<file path="config.mk">
export PLATFORM = sky130hd
export DESIGN_NAME = fetch_ctrl
export DESIGN_NICKNAME = d
export VERILOG_FILES = /design/src/rtl/fetch_ctrl.sv
export SDC_FILE = /design/constraint.sdc
export NUM_CORES = 1
export LEC_CHECK = 0
export ABC_AREA = 1
export BUFFER_PORTS_ARGS = -buffer_cell sky130_fd_sc_hd__buf_2
export CAP_MARGIN = 20
export CORE_UTILIZATION = 50
export DETAILED_ROUTE_END_ITERATION = 10
export GPL_TIMING_DRIVEN = 0
export PLACE_DENSITY = 0.71
export SLEW_MARGIN = 20
export SYNTH_ARGS = -nofsm -noshare
export SYNTH_HDL_FRONTEND = slang
export SYNTH_SLANG_ARGS = --single-unit
</file>
<file path="constraint.sdc">
create_clock -name clk -period 10.8 [get_ports clk]
set_clock_uncertainty 0.1 [all_clocks]
set_input_delay 2.7 -clock clk [delete_from_list [all_inputs] [get_ports clk]]
set_output_delay 2.7 -clock clk [all_outputs]
set_load 0.02 [all_outputs]
</file>
<file path="src/rtl/fetch_ctrl.sv">
// fetch_ctrl: IF-stage sequencer. It owns the PC, fetches words over imem req/ack, and delivers them to ID
// over valid/ready with a one-entry skid buffer. Optional macro FETCH_PERF_EN adds fetch_cnt/kill_cnt.
module fetch_ctrl #(
  parameter int unsigned     AW       = 32,
  parameter logic [AW-1:0]   RESET_PC = 32'h0000_0000
) (
  input  logic          clk,
  input  logic          rst,
  input  logic          redirect,
  input  logic [AW-1:0] redirect_pc,
  output logic          imem_req,
  output logic [AW-1:0] imem_addr,
  input  logic          imem_ack,
  input  logic [31:0]   imem_rdata,
  output logic          if_valid,
  input  logic          id_ready,
  output logic [31:0]   if_instr,
  output logic [AW-1:0] if_pc,
`ifdef FETCH_PERF_EN
  output logic [AW-1:0] if_next_pc,
  output logic [31:0]   fetch_cnt,
  output logic [31:0]   kill_cnt
`else
  output logic [AW-1:0] if_next_pc
`endif
);

  typedef enum logic [1:0] {
    S_RST  = 2'd0,
    S_REQ  = 2'd1,
    S_FULL = 2'd2,
    S_KILL = 2'd3
  } state_t;

  state_t        r_state;
  state_t        w_state_nxt;
  logic [AW-1:0] r_pc;
  logic [AW-1:0] w_pc_nxt;
  logic [AW-1:0] r_kill_pc;
  logic [AW-1:0] w_kill_pc_nxt;
  logic          r_req;

  logic          r_out_valid;
  logic          w_out_valid_nxt;
  logic [31:0]   r_out_instr;
  logic [31:0]   w_out_instr_nxt;
  logic [AW-1:0] r_out_pc;
  logic [AW-1:0] w_out_pc_nxt;
  logic [AW-1:0] r_out_npc;
  logic [AW-1:0] w_out_npc_nxt;

  logic          r_skid_valid;
  logic          w_skid_valid_nxt;
  logic [31:0]   r_skid_instr;
  logic [31:0]   w_skid_instr_nxt;
  logic [AW-1:0] r_skid_pc;
  logic [AW-1:0] w_skid_pc_nxt;

  logic          w_xfer;
  logic          w_drop;
  logic [AW-1:0] w_redir_pc;
  logic          w_unused;

  function automatic logic [AW-1:0] inc_word(input logic [AW-1:0] a);
    return a + AW'(32'd4);
  endfunction

  assign w_xfer     = r_out_valid & id_ready;
  assign w_redir_pc = {redirect_pc[AW-1:2], 2'b00};

  // Next-state, PC and buffer steering; a redirect flushes both buffer entries
  always_comb begin
    w_state_nxt      = r_state;
    w_pc_nxt         = r_pc;
    w_kill_pc_nxt    = r_kill_pc;
    w_out_valid_nxt  = r_out_valid & ~w_xfer & ~redirect;
    w_out_instr_nxt  = r_out_instr;
    w_out_pc_nxt     = r_out_pc;
    w_out_npc_nxt    = r_out_npc;
    w_skid_valid_nxt = r_skid_valid & ~redirect;
    w_skid_instr_nxt = r_skid_instr;
    w_skid_pc_nxt    = r_skid_pc;
    w_drop           = 1'b0;

    case (r_state)
      S_RST: begin
        w_state_nxt = S_REQ;
        if (redirect) begin
          w_pc_nxt = w_redir_pc;
        end else begin
          w_pc_nxt = r_pc;
        end
      end

      S_REQ: begin
        if (redirect) begin
          if (imem_ack) begin
            w_pc_nxt = w_redir_pc;
            w_drop   = 1'b1;
          end else begin
            // Request already on the bus: keep the address until it is acked, then jump
            w_kill_pc_nxt = w_redir_pc;
            w_state_nxt   = S_KILL;
          end
        end else if (imem_ack) begin
          w_pc_nxt = inc_word(r_pc);
          if (!r_out_valid || id_ready) begin
            w_out_valid_nxt = 1'b1;
            w_out_instr_nxt = imem_rdata;
            w_out_pc_nxt    = r_pc;
            w_out_npc_nxt   = inc_word(r_pc);
          end else begin
            w_skid_valid_nxt = 1'b1;
            w_skid_instr_nxt = imem_rdata;
            w_skid_pc_nxt    = r_pc;
            w_state_nxt      = S_FULL;
          end
        end else begin
          w_state_nxt = S_REQ;
        end
      end

      S_FULL: begin
        if (redirect) begin
          w_pc_nxt    = w_redir_pc;
          w_state_nxt = S_REQ;
        end else if (id_ready) begin
          w_out_valid_nxt  = 1'b1;
          w_out_instr_nxt  = r_skid_instr;
          w_out_pc_nxt     = r_skid_pc;
          w_out_npc_nxt    = inc_word(r_skid_pc);
          w_skid_valid_nxt = 1'b0;
          w_state_nxt      = S_REQ;
        end else begin
          w_state_nxt = S_FULL;
        end
      end

      S_KILL: begin
        if (imem_ack) begin
          w_drop      = 1'b1;
          w_state_nxt = S_REQ;
          if (redirect) begin
            w_pc_nxt = w_redir_pc;
          end else begin
            w_pc_nxt = r_kill_pc;
          end
        end else if (redirect) begin
          w_kill_pc_nxt = w_redir_pc;
        end else begin
          w_state_nxt = S_KILL;
        end
      end

      default: begin
        w_state_nxt = S_RST;
      end
    endcase
  end

  // State, PC and delivery registers
  always_ff @(posedge clk or posedge rst) begin
    if (rst) begin
      r_state      <= S_RST;
      r_pc         <= RESET_PC;
      r_kill_pc    <= RESET_PC;
      r_req        <= 1'b0;
      r_out_valid  <= 1'b0;
      r_out_instr  <= 32'h0000_0000;
      r_out_pc     <= '0;
      r_out_npc    <= '0;
      r_skid_valid <= 1'b0;
      r_skid_instr <= 32'h0000_0000;
      r_skid_pc    <= '0;
    end else begin
      r_state      <= w_state_nxt;
      r_pc         <= w_pc_nxt;
      r_kill_pc    <= w_kill_pc_nxt;
      r_req        <= (w_state_nxt == S_REQ) || (w_state_nxt == S_KILL);
      r_out_valid  <= w_out_valid_nxt;
      r_out_instr  <= w_out_instr_nxt;
      r_out_pc     <= w_out_pc_nxt;
      r_out_npc    <= w_out_npc_nxt;
      r_skid_valid <= w_skid_valid_nxt;
      r_skid_instr <= w_skid_instr_nxt;
      r_skid_pc    <= w_skid_pc_nxt;
    end
  end

  assign imem_req   = r_req;
  assign imem_addr  = r_pc;
  assign if_valid   = r_out_valid;
  assign if_instr   = r_out_instr;
  assign if_pc      = r_out_pc;
  assign if_next_pc = r_out_npc;

`ifdef FETCH_PERF_EN
  logic        r_kill_evt_unused_guard;
  logic        w_kill_evt;
  logic [31:0] r_fetch_cnt;
  logic [31:0] r_kill_cnt;

  // A word is lost when an ack is discarded or a buffered, untransferred word is flushed
  assign w_kill_evt = w_drop | (redirect & ((r_out_valid & ~id_ready) | r_skid_valid));

  // Performance counters, one increment per cycle at most
  always_ff @(posedge clk or posedge rst) begin
    if (rst) begin
      r_fetch_cnt             <= 32'h0000_0000;
      r_kill_cnt              <= 32'h0000_0000;
      r_kill_evt_unused_guard <= 1'b0;
    end else begin
      r_fetch_cnt             <= r_fetch_cnt + {31'd0, w_xfer};
      r_kill_cnt              <= r_kill_cnt + {31'd0, w_kill_evt};
      r_kill_evt_unused_guard <= 1'b0;
    end
  end

  assign fetch_cnt = r_fetch_cnt;
  assign kill_cnt  = r_kill_cnt;
  assign w_unused  = ^{redirect_pc[1:0], r_kill_evt_unused_guard};
`else
  assign w_unused  = ^{redirect_pc[1:0], w_drop};
`endif

endmodule
</file>
==> results of run 1 <==
==> sequential cells by signal, summed over array words and instances, names as in the netlist, 2 cells and up <==
name / flops
r_state: 2
r_skid_instr: 32
r_kill_pc: 32
if_instr: 32
imem_addr: 32
if_next_pc: 30
if_pc: 32
r_skid_pc: 32
==> cell usage in the layout, fill, tap and decap left out, types with 17 or more instances in the layout <==
cell type  instances
o21ai_0          115
clkbuf_1          17
buf_2            235
o21ai_1           51
nor2_1           133
buf_4             19
inv_1            118
dfrtp_1          225
clkbuf_16         27
a21oi_1           91
nand3_1           66
nand2_1          606
xor2_1            21
==> per-layer routing <==
| layer | GRT usage | vias up | part of all wire |
|---|---|---|---|
| li1 | - | 5689 | - |
| met1 | 0.4523 | 5592 | 0.45 |
| met2 | 0.4908 | 519 | 0.44 |
| met3 | 0.04409 | 72 | 0.077 |
| met4 | 0.1149 | 0 | 0.035 |
| met5 | 0 | - | 0 |
==> stage by stage <==
step / hold slack (ps) / total power [mW] / instances / worst slack (ps) / utilization
final: 374.4 / 4.657 / 2195 / 6566 / 0.6147
after CTS: 375.0 / 4.637 / 2195 / 6578 / 0.6147
after detailed placement: 359.0 / 3.684 / 2148 / 6521 / 0.5760
after global routing: 397.8 / 4.965 / 2195 / 6571 / 0.6147
after global placement: 352.5 / 3.633 / 2146 / -699.1 / 0.5734
after floorplan: 337.0 / 2.935 / 1632 / 1837 / -
==> where the power goes <==
group / leakage [nW] / total [mW] / switching [mW] / internal, mW
sequential: 2.76 / 1.61 / 0.369 / 1.25
clock: 0.449 / 0.941 / 0.369 / 0.572
combinational: 4.35 / 2.10 / 1.39 / 0.710
total: 7.55 / 4.66 / 2.13 / 2.53
==> cells by family (layout without fill, tap and decap cells) <==
group                    Yosys count  count (layout)
AND/OR/NAND/NOR                  844             844
flip-flops                       225             225
buffers and inverters            213             457
multiplexers                      13              13
XOR/XNOR                          22              22
adder cells (fa/ha/maj)            7               7
AO/OA/AOI/OAI                    308             308
==> worst paths after layout <==
check                                           from                    endpoint  slack [ps]
max                        imem_addr[23]$_DFFE_PP0P_               imem_addr[23]        6570
min                         r_kill_pc[1]$_DFFE_PP0P_    r_kill_pc[1]$_DFFE_PP0P_         370
max reg2reg                     r_state[0]$_DFF_PP0_  if_next_pc[16]$_DFFE_PP0P_        8210
min reg2reg                 r_kill_pc[1]$_DFFE_PP0P_    r_kill_pc[1]$_DFFE_PP0P_         370
max in group asynchronous                        rst  if_next_pc[23]$_DFFE_PP0P_        7310
min in group asynchronous                        rst        r_state[1]$_DFF_PP0_        2070
==> final cells by class <==
| class | instances | area share |
|---|---|---|
| flip-flops and latches | 225 | 0.3856 |
| multi-input cells | 1194 | 0.3824 |
| repair buffers | 197 | 0.07061 |
| clock buffers | 31 | 0.04936 |
| plain buffers | 88 | 0.03822 |
| inverters | 125 | 0.03282 |
| well taps | 319 | 0.02734 |
| clock inverters | 16 | 0.01362 |
==> results.json, run 1 <==
{
  "layout-drive-gt1-share": 0.1935,
  "gr-total-overflow": 0,
  "multiInputGateArea_um2": 5584,
  "layout_min_cycle_time_ps": 4234,
  "synth-edff-count": 0,
  "num_rows": 56,
  "antenna_found_initial": 0,
  "cp_top_family": "flip-flops",
  "path_clk_slew_ps": 60,
  "nNetsFinal": 1933,
  "synthAdderAreaFrac": 0.007153,
  "ir_worst_vdd_mv": 0.1924,
  "clk_latency_ps": 530,
  "via_per_inst": 5.409,
  "finalSetupViolCount": 0,
  "synthTopCellsByCount": "nand2_1, dfrtp_1, nor2_1",
  "route.detailed.drc": 0,
  "synth_top_area_frac": 0.4598,
  "async_flop_share": 1.000,
  "cts_made_buffers": 26,
  "synth_top_area_cell": "dfrtp_1",
  "fillers": 2181,
  "cts_tree": "done",
  "drt-pass1-iter-count": 8,
  "crit_path_max_incr_delay_ps": 640,
  "grt_util_all_layers": 0.3170,
  "rr_worst_depth": 8,
  "crit_fanout": 7,
  "drv_slew": 0,
  "grt_pass1_wl_um": 60650,
  "placed_cell_area_um2": 13680,
  "yosysMostFrequentCell": "nand2_1",
  "grt_setup_unrepaired": "no",
  "hold_viol_final": 0,
  "power_leakage_nw": 7.552,
  "synth-compound-area-share": 0.1374,
  "post-dp-hpwl_um": 29780,
  "path_cells": "buf_2",
  "relSlewSlack": 0.5905,
  "gp_congestion": 0.9991,
  "worstPathArrival_ps": 1430,
  "ant_nets": 0,
  "cp.buffers_inverters": 1,
  "htreeDepth": 1,
  "yosys.area_share.simple": 0.2801,
  "tightest_slew_ps": 614.3,
  "synthMuxAreaShare": 0.01563,
  "grt_max_degree": 96,
  "tns_ps": 0,
  "wirelength_um": 39220,
  "post_cts_resized": 0,
  "io_pins": 199,
  "ys_seq_area_frac": 0.4598,
  "hold_class": "reg2reg",
  "power.density_nw_per_um2": 318.9,
  "cp-start-kind": "flip-flop",
  "synth_cell_types": 45,
  "syn_inst": 1632,
  "synth_area_um2": 12240,
  "post_cts.repair.setup_buffers": 0,
  "crit_required_ps": 8000,
  "dieArea_um2": 25120,
  "syn_nets": 1708,
  "holdPathStages": 2,
  "crit_path_end_kind": "output port",
  "stdcell_area_um2": 14600,
  "initial_core_util": 0.5155,
  "synth-xor-area-share": 0.01574,
  "core_area_um2": 23750,
  "area_growth_pct": 19.25,
  "vias": 11872,
  "drt_iter0_markers": 987,
  "cts_max_path_buffers": 3,
  "grt_pass1_vias": 11127,
  "ys_warn_count": 0,
  "n_antenna_cell": 0,
  "status": "finished, final reports clean",
  "max_freq_mhz": 236.2,
  "synth_area_leaders": "dfrtp_1, nand2_1, o21ai_0, nor2_1, a21oi_1",
  "synthFlopType": "dfrtp_1",
  "cts.sinks": 225,
  "drv_cap": 0,
  "fp.dieH_um": 158.5,
  "wl_per_cell_um": 17.87,
  "seqCellArea_um2": 5630,
  "crit_path_top_delay_cell": "dfrtp_1",
  "cts-root-buf": "clkbuf_16",
  "synth_top_family_by_area": "simple AND/OR/NAND/NOR gates",
  "critical_path_depth": 1,
  "holdBufCountCts": 0,
  "synth-seq-cells": 225,
  "fin_crit_sh": 0.3920,
  "die_w_um": 158.5,
  "crit_type": "reg2out",
  "syn_avg_cell_area_um2": 7.503,
  "numPortBuffers": 195
}
(Power assumes the default switching activity.)
==> run 2: changes to the inputs <==
- PLACE_DENSITY: 0.71 -> 0.74
- clock period: 10.8 -> 3.7 ns (I/O delays scaled with it)
==> run 2 against run 1 <==
Worst setup slack got worse by 5300 ps; power grew to 2.9 times the previous value; critical endpoint unchanged; register-to-register slack lost 7000 ps; via count decreased by 0.87%; utilization hardly changed; combinational power rose to 2.9 times the previous value; clock-buffer cell count increased by 6; largest cell class unchanged; global-route usage about the same; hold slack lost 1.8 ps; first-iteration DRC count is 4.0% lower.
==> results.json, run 2 (synthesized netlist as in run 1, its figures left out) <==
{
  "wl_per_cell_um": 17.71,
  "post_cts_resized": 0,
  "grt_setup_unrepaired": "no",
  "gr-total-overflow": 0,
  "io_pins": 199,
  "grt_util_all_layers": 0.3167,
  "stdcell_area_um2": 14590,
  "cp.buffers_inverters": 1,
  "power.density_nw_per_um2": 914.9,
  "p_sw_mw": 6.118,
  "rr_worst_depth": 9,
  "power_frac_seq": 0.353,
  "post-dp-hpwl_um": 30610,
  "grtUsageMet1": 0.4467,
  "crit_type": "reg2out",
  "internal_power_mw": 7.234,
  "ant_nets": 0,
  "instances_no_fill": 2196,
  "core_area_um2": 23750,
  "placed_cell_area_um2": 13760,
  "final_common_cell": "nand2_1",
  "cp_top_family": "flip-flops",
  "initial_core_util": 0.5155,
  "fin_crit_sh": 0.6633,
  "hold_viol_final": 0,
  "status": "finished, final reports clean",
  "crit_path_end_kind": "output port",
  "drt-pass1-iter-count": 7,
  "power_leakage_nw": 7.543,
  "cts_max_path_buffers": 3,
  "clkPwrFrac": 0.188,
  "grt_max_degree": 35,
  "die_w_um": 158.5,
  "layout_common_cells": "nand2_1, buf_2, dfrtp_1, nor2_1, inv_1",
  "vias": 11769,
  "cts.sinks": 225,
  "fp.dieH_um": 158.5,
  "rr_endpoint": "if_next_pc[2]$_DFFE_PP0P_",
  "antenna_found_initial": 0,
  "drt_iter0_markers": 948,
  "dp_cells": 2153,
  "gp_congestion": 0.9592,
  "layout-drive-gt1-share": 0.1918,
  "grt_pass1_wl_um": 60470,
  "dieArea_um2": 25120,
  "use_met2": 0.5044,
  "path_clk_slew_ps": 60,
  "drv_cap": 0,
  "crit_path_top_delay_cell": "dfrtp_1",
  "route.detailed.drc": 0,
  "busiest_layer": "met2",
  "layout_min_cycle_time_ps": 2454,
  "via_per_inst": 5.359,
  "cp-start-kind": "flip-flop",
  "finalSetupViolCount": 0,
  "holdBufCountCts": 0,
  "combPwrFrac": 0.459,
  "r2r-start": "r_state[0]$_DFF_PP0_",
  "use_met3": 0.03811,
  "drv_slew": 0,
  "cts_tree": "done",
  "switching_share": 0.4582,
  "cts_made_buffers": 25,
  "crit_fanout": 7,
  "crit_required_ps": 2670,
  "grt_pass1_vias": 10998,
  "crit_path_max_incr_delay_ps": 650,
  "num_rows": 56,
  "r2r_slack_ps": 1250,
  "worstPathArrival_ps": 1430,
  "tightest_slew_ps": 620.5,
  "ir_worst_vdd_mv": 0.4416,
  "hold_class": "in2async",
  "area_growth_pct": 19.19,
  "numPortBuffers": 195,
  "cts-root-buf": "clkbuf_16",
  "relSlewSlack": 0.5863,
  "tns_ps": 0,
  "max_freq_mhz": 407.5,
  "wirelength_um": 38890,
  "clk_latency_ps": 550,
  "nNetsFinal": 1937,
  "power.total_mw": 13.35,
  "path_cells": "buf_2",
  "post_cts.repair.setup_buffers": 0,
  "htreeDepth": 1,
  "post-route-util": 0.6144,
  "n_antenna_cell": 0
}
run 2: cell types whose count changed in the layout (fill, tap and decap cells not counted), sizes merged:
cell / delta
inv: -1
clkbuf: +6
buf: +5
clkinvlp: -1
bufinv: -2
clkinv: -6
run 2: area by class of cell:
type                            count  area [um^2]
Buffer                             88        558.0
Clock buffer                       37        740.7
Clock inverter                      6        90.09
Fill cell                        2201         9159
Inverter                          125        475.5
Multi-Input combinational cell   1194         5584
Sequential cell                   225         5630
Tap cell                          319        399.1
Timing Repair Buffer              202         1116
run 2: power groups by stage:
stage / Combinational [mW] / Clock (mW) / Sequential [mW]
after floorplan: 3.41 / 0 / 5.16
after global placement: 5.94 / 0 / 4.67
after detailed placement: 6.07 / 0 / 4.70
after CTS: 6.11 / 2.54 / 4.67
after global routing: 6.78 / 2.64 / 4.84
final: 6.13 / 2.51 / 4.71
run 2: through the flow:
stage	setup WS [ps]	hold slack, ps
2_1_floorplan	-263.0	337.0
3_3_place_gp	-1597	353.9
3_5_place_dp	1200	360.3
4_1_cts	1260	374.9
5_1_grt	1101	395.5
6_report	1246	372.7
run 2: per-layer routing:
layer | vias up | part of all wire
li1 | 5688 | -
met1 | 5552 | 0.44
met2 | 459 | 0.45
met3 | 70 | 0.072
met4 | 0 | 0.032
met5 | - | 0
run 2: how the worst max path moves through the flow:
stage | end | from | cells past startpoint | slack (ps)
2_1_floorplan | if_instr[0]$_DFFE_PP0P_ | rst | 1 | -260
3_3_place_gp | if_next_pc[19]$_DFFE_PP0P_ | rst | 2 | -1600
3_5_place_dp | r_skid_pc[0]$_DFFE_PP0P_ | id_ready | 7 | 1200
4_1_cts | imem_addr[23] | imem_addr[23]$_DFFE_PP0P_ | 1 | 1260
5_1_grt | if_next_pc[19]$_DFFE_PP0P_ | r_state[0]$_DFF_PP0_ | 8 | 1100
6_report | imem_addr[23] | imem_addr[23]$_DFFE_PP0P_ | 1 | 1250
==> run 3: changes to the inputs <==
- clock period: 3.7 -> 2 ns (I/O delays scaled with it)
==> run 3 against run 2 <==
Hold slack got worse by 260 ps; largest cell class is now multi-input combinational cells; non-clock buffer count rose by 22; clock power rose by 86%; wire length rose by 2.9%; sequential share of layout area fell by 1.5 points; utilization rose by 2.7 points; die area did not move; power rose by 93%; sequential power rose by 86%; clock-buffer cell count did not move; critical path type is now reg2reg.
==> results.json, run 3 (synthesized netlist as in run 1, its figures left out) <==
{
  "wl_per_cell_um": 18.04,
  "final_common_cell": "nand2_1",
  "nNetsFinal": 1959,
  "hold_viol_final": 0,
  "dieArea_um2": 25120,
  "numPortBuffers": 195,
  "use_met3": 0.03974,
  "cp-start-kind": "flip-flop",
  "crit_path_end_kind": "flip-flop",
  "use_met2": 0.5107,
  "ir_worst_vdd_mv": 0.9133,
  "layout-drive-gt1-share": 0.2285,
  "grt_setup_unrepaired": "yes",
  "crit_type": "reg2reg",
  "drt_iter0_markers": 936,
  "drv_cap": 0,
  "gr-total-overflow": 0,
  "drt-pass1-iter-count": 5,
  "relSlewSlack": 0.5884,
  "num_rows": 56,
  "worstPathArrival_ps": 2350,
  "path_clk_slew_ps": 70,
  "power.density_nw_per_um2": 1693,
  "crit_path_top_delay_cell": "dfrtp_2",
  "gp_congestion": 0.9592,
  "n_antenna_cell": 0,
  "crit_path_max_incr_delay_ps": 450,
  "via_per_inst": 5.370,
  "grt_pass1_vias": 11108,
  "cts_made_buffers": 25,
  "fp.dieH_um": 158.5,
  "fin_crit_sh": 0.9845,
  "cts_tree": "done",
  "grt_util_all_layers": 0.3206,
  "die_w_um": 158.5,
  "grt_pass1_wl_um": 61090,
  "cts-root-buf": "clkbuf_16",
  "initial_core_util": 0.5155,
  "layout_min_cycle_time_ps": 1969,
  "drv_slew": 0,
  "io_pins": 199,
  "wirelength_um": 40010,
  "area_growth_pct": 24.43,
  "grtUsageMet1": 0.4479,
  "clk_latency_ps": 540,
  "route.detailed.drc": 0,
  "max_freq_mhz": 507.8,
  "cts_max_path_buffers": 3,
  "ant_nets": 0,
  "crit_required_ps": 2380,
  "tns_ps": 0,
  "antenna_found_initial": 0,
  "crit_fanout": 10,
  "htreeDepth": 1,
  "busiest_layer": "met2",
  "vias": 11910,
  "grt_max_degree": 35,
  "post-route-util": 0.6414,
  "cts.sinks": 225,
  "path_cells": "ha_4, inv_8, nor2_1, nor2_1, nand3_4, buf_6, inv_4, buf_6, nand3_1, nand2_1",
  "core_area_um2": 23750,
  "layout_common_cells": "nand2_1, buf_2, dfrtp_1, nor2_1, inv_1",
  "status": "finished, final reports clean",
  "power_leakage_nw": 7.771,
  "tightest_slew_ps": 616.1,
  "hold_class": "in2reg",
  "post-dp-hpwl_um": 30610,
  "finalSetupViolCount": 0
}
==> run 3: repair_timing <==
item | in CTS | in global routing
pin swaps | 3 | 10
endpoints found under the setup margin | 213 | 197
gates resized for setup | 53 | 75
buffers inserted | 16 | 5
gates cloned | 1 | 1
hold buffers | 1 | 0
hold endpoints to repair | 19 | 0
==> run 3: cell type report <==
cell class | instances | area [um^2]
fillers | 2115 | 8517
multi-input cells | 1194 | 5811
flip-flops and latches | 225 | 5648
repair buffers | 226 | 1370
clock buffers | 37 | 740.7
plain buffers | 86 | 684.4
inverters | 125 | 493.0
well taps | 319 | 399.1
clock inverters | 6 | 90.09
==> run 3: metrics by stage <==
stage          setup slack (ps)  power (mW)  hold WS, ps  area, um^2  cells
2_1_floorplan             -1538       15.85        337.0       12250   1632
3_3_place_gp              -2872       19.62        353.9       13620   2146
3_5_place_dp             -433.1       19.92        360.3       13760   2153
4_1_cts                  -11.41       25.23        101.6       14970   2214
5_1_grt                  -49.43       27.46        121.2       15240   2218
6_report                  30.90       25.79        112.6       15240   2218
==> run 3: critical path, delay by kind of cell, from the launching register on <==
kind                     cells  cell delay (ps)
buffers and inverters        4              510
adder cells (fa/ha/maj)      1              220
flip-flops                   1              450
AND/OR/NAND/NOR              5              640
==> run 3: worst paths after layout <==
check                                 startpoint                      endpoint  slack, ps  cells past startpoint
min                               imem_rdata[17]  r_skid_instr[17]$_DFFE_PP0P_        110                      3
max in group asynchronous                    rst    if_next_pc[20]$_DFFE_PP0P_        310                      6
max                         r_state[0]$_DFF_PP0_    if_next_pc[12]$_DFFE_PP0P_         30                     10
min reg2reg                if_pc[27]$_DFFE_PP0P_         if_pc[27]$_DFFE_PP0P_        370                      2
min in group asynchronous                    rst      r_kill_pc[0]$_DFFE_PP0P_        500                      3
max reg2reg                 r_state[0]$_DFF_PP0_    if_next_pc[12]$_DFFE_PP0P_         30                     10
==> run 3: where the power goes <==
| part | switching [mW] | internal, mW |
|---|---|---|
| Clock | 1.86 | 2.81 |
| Sequential | 2.02 | 6.76 |
| Combinational | 7.86 | 4.48 |
| Total | 11.7 | 14.0 |
==> run 3: per-layer routing <==
layer	wire length (um)	vias up
li1	-	5737
met1	17630	5657
met2	18310	439
met3	2704	77
met4	1360	0
met5	0	-
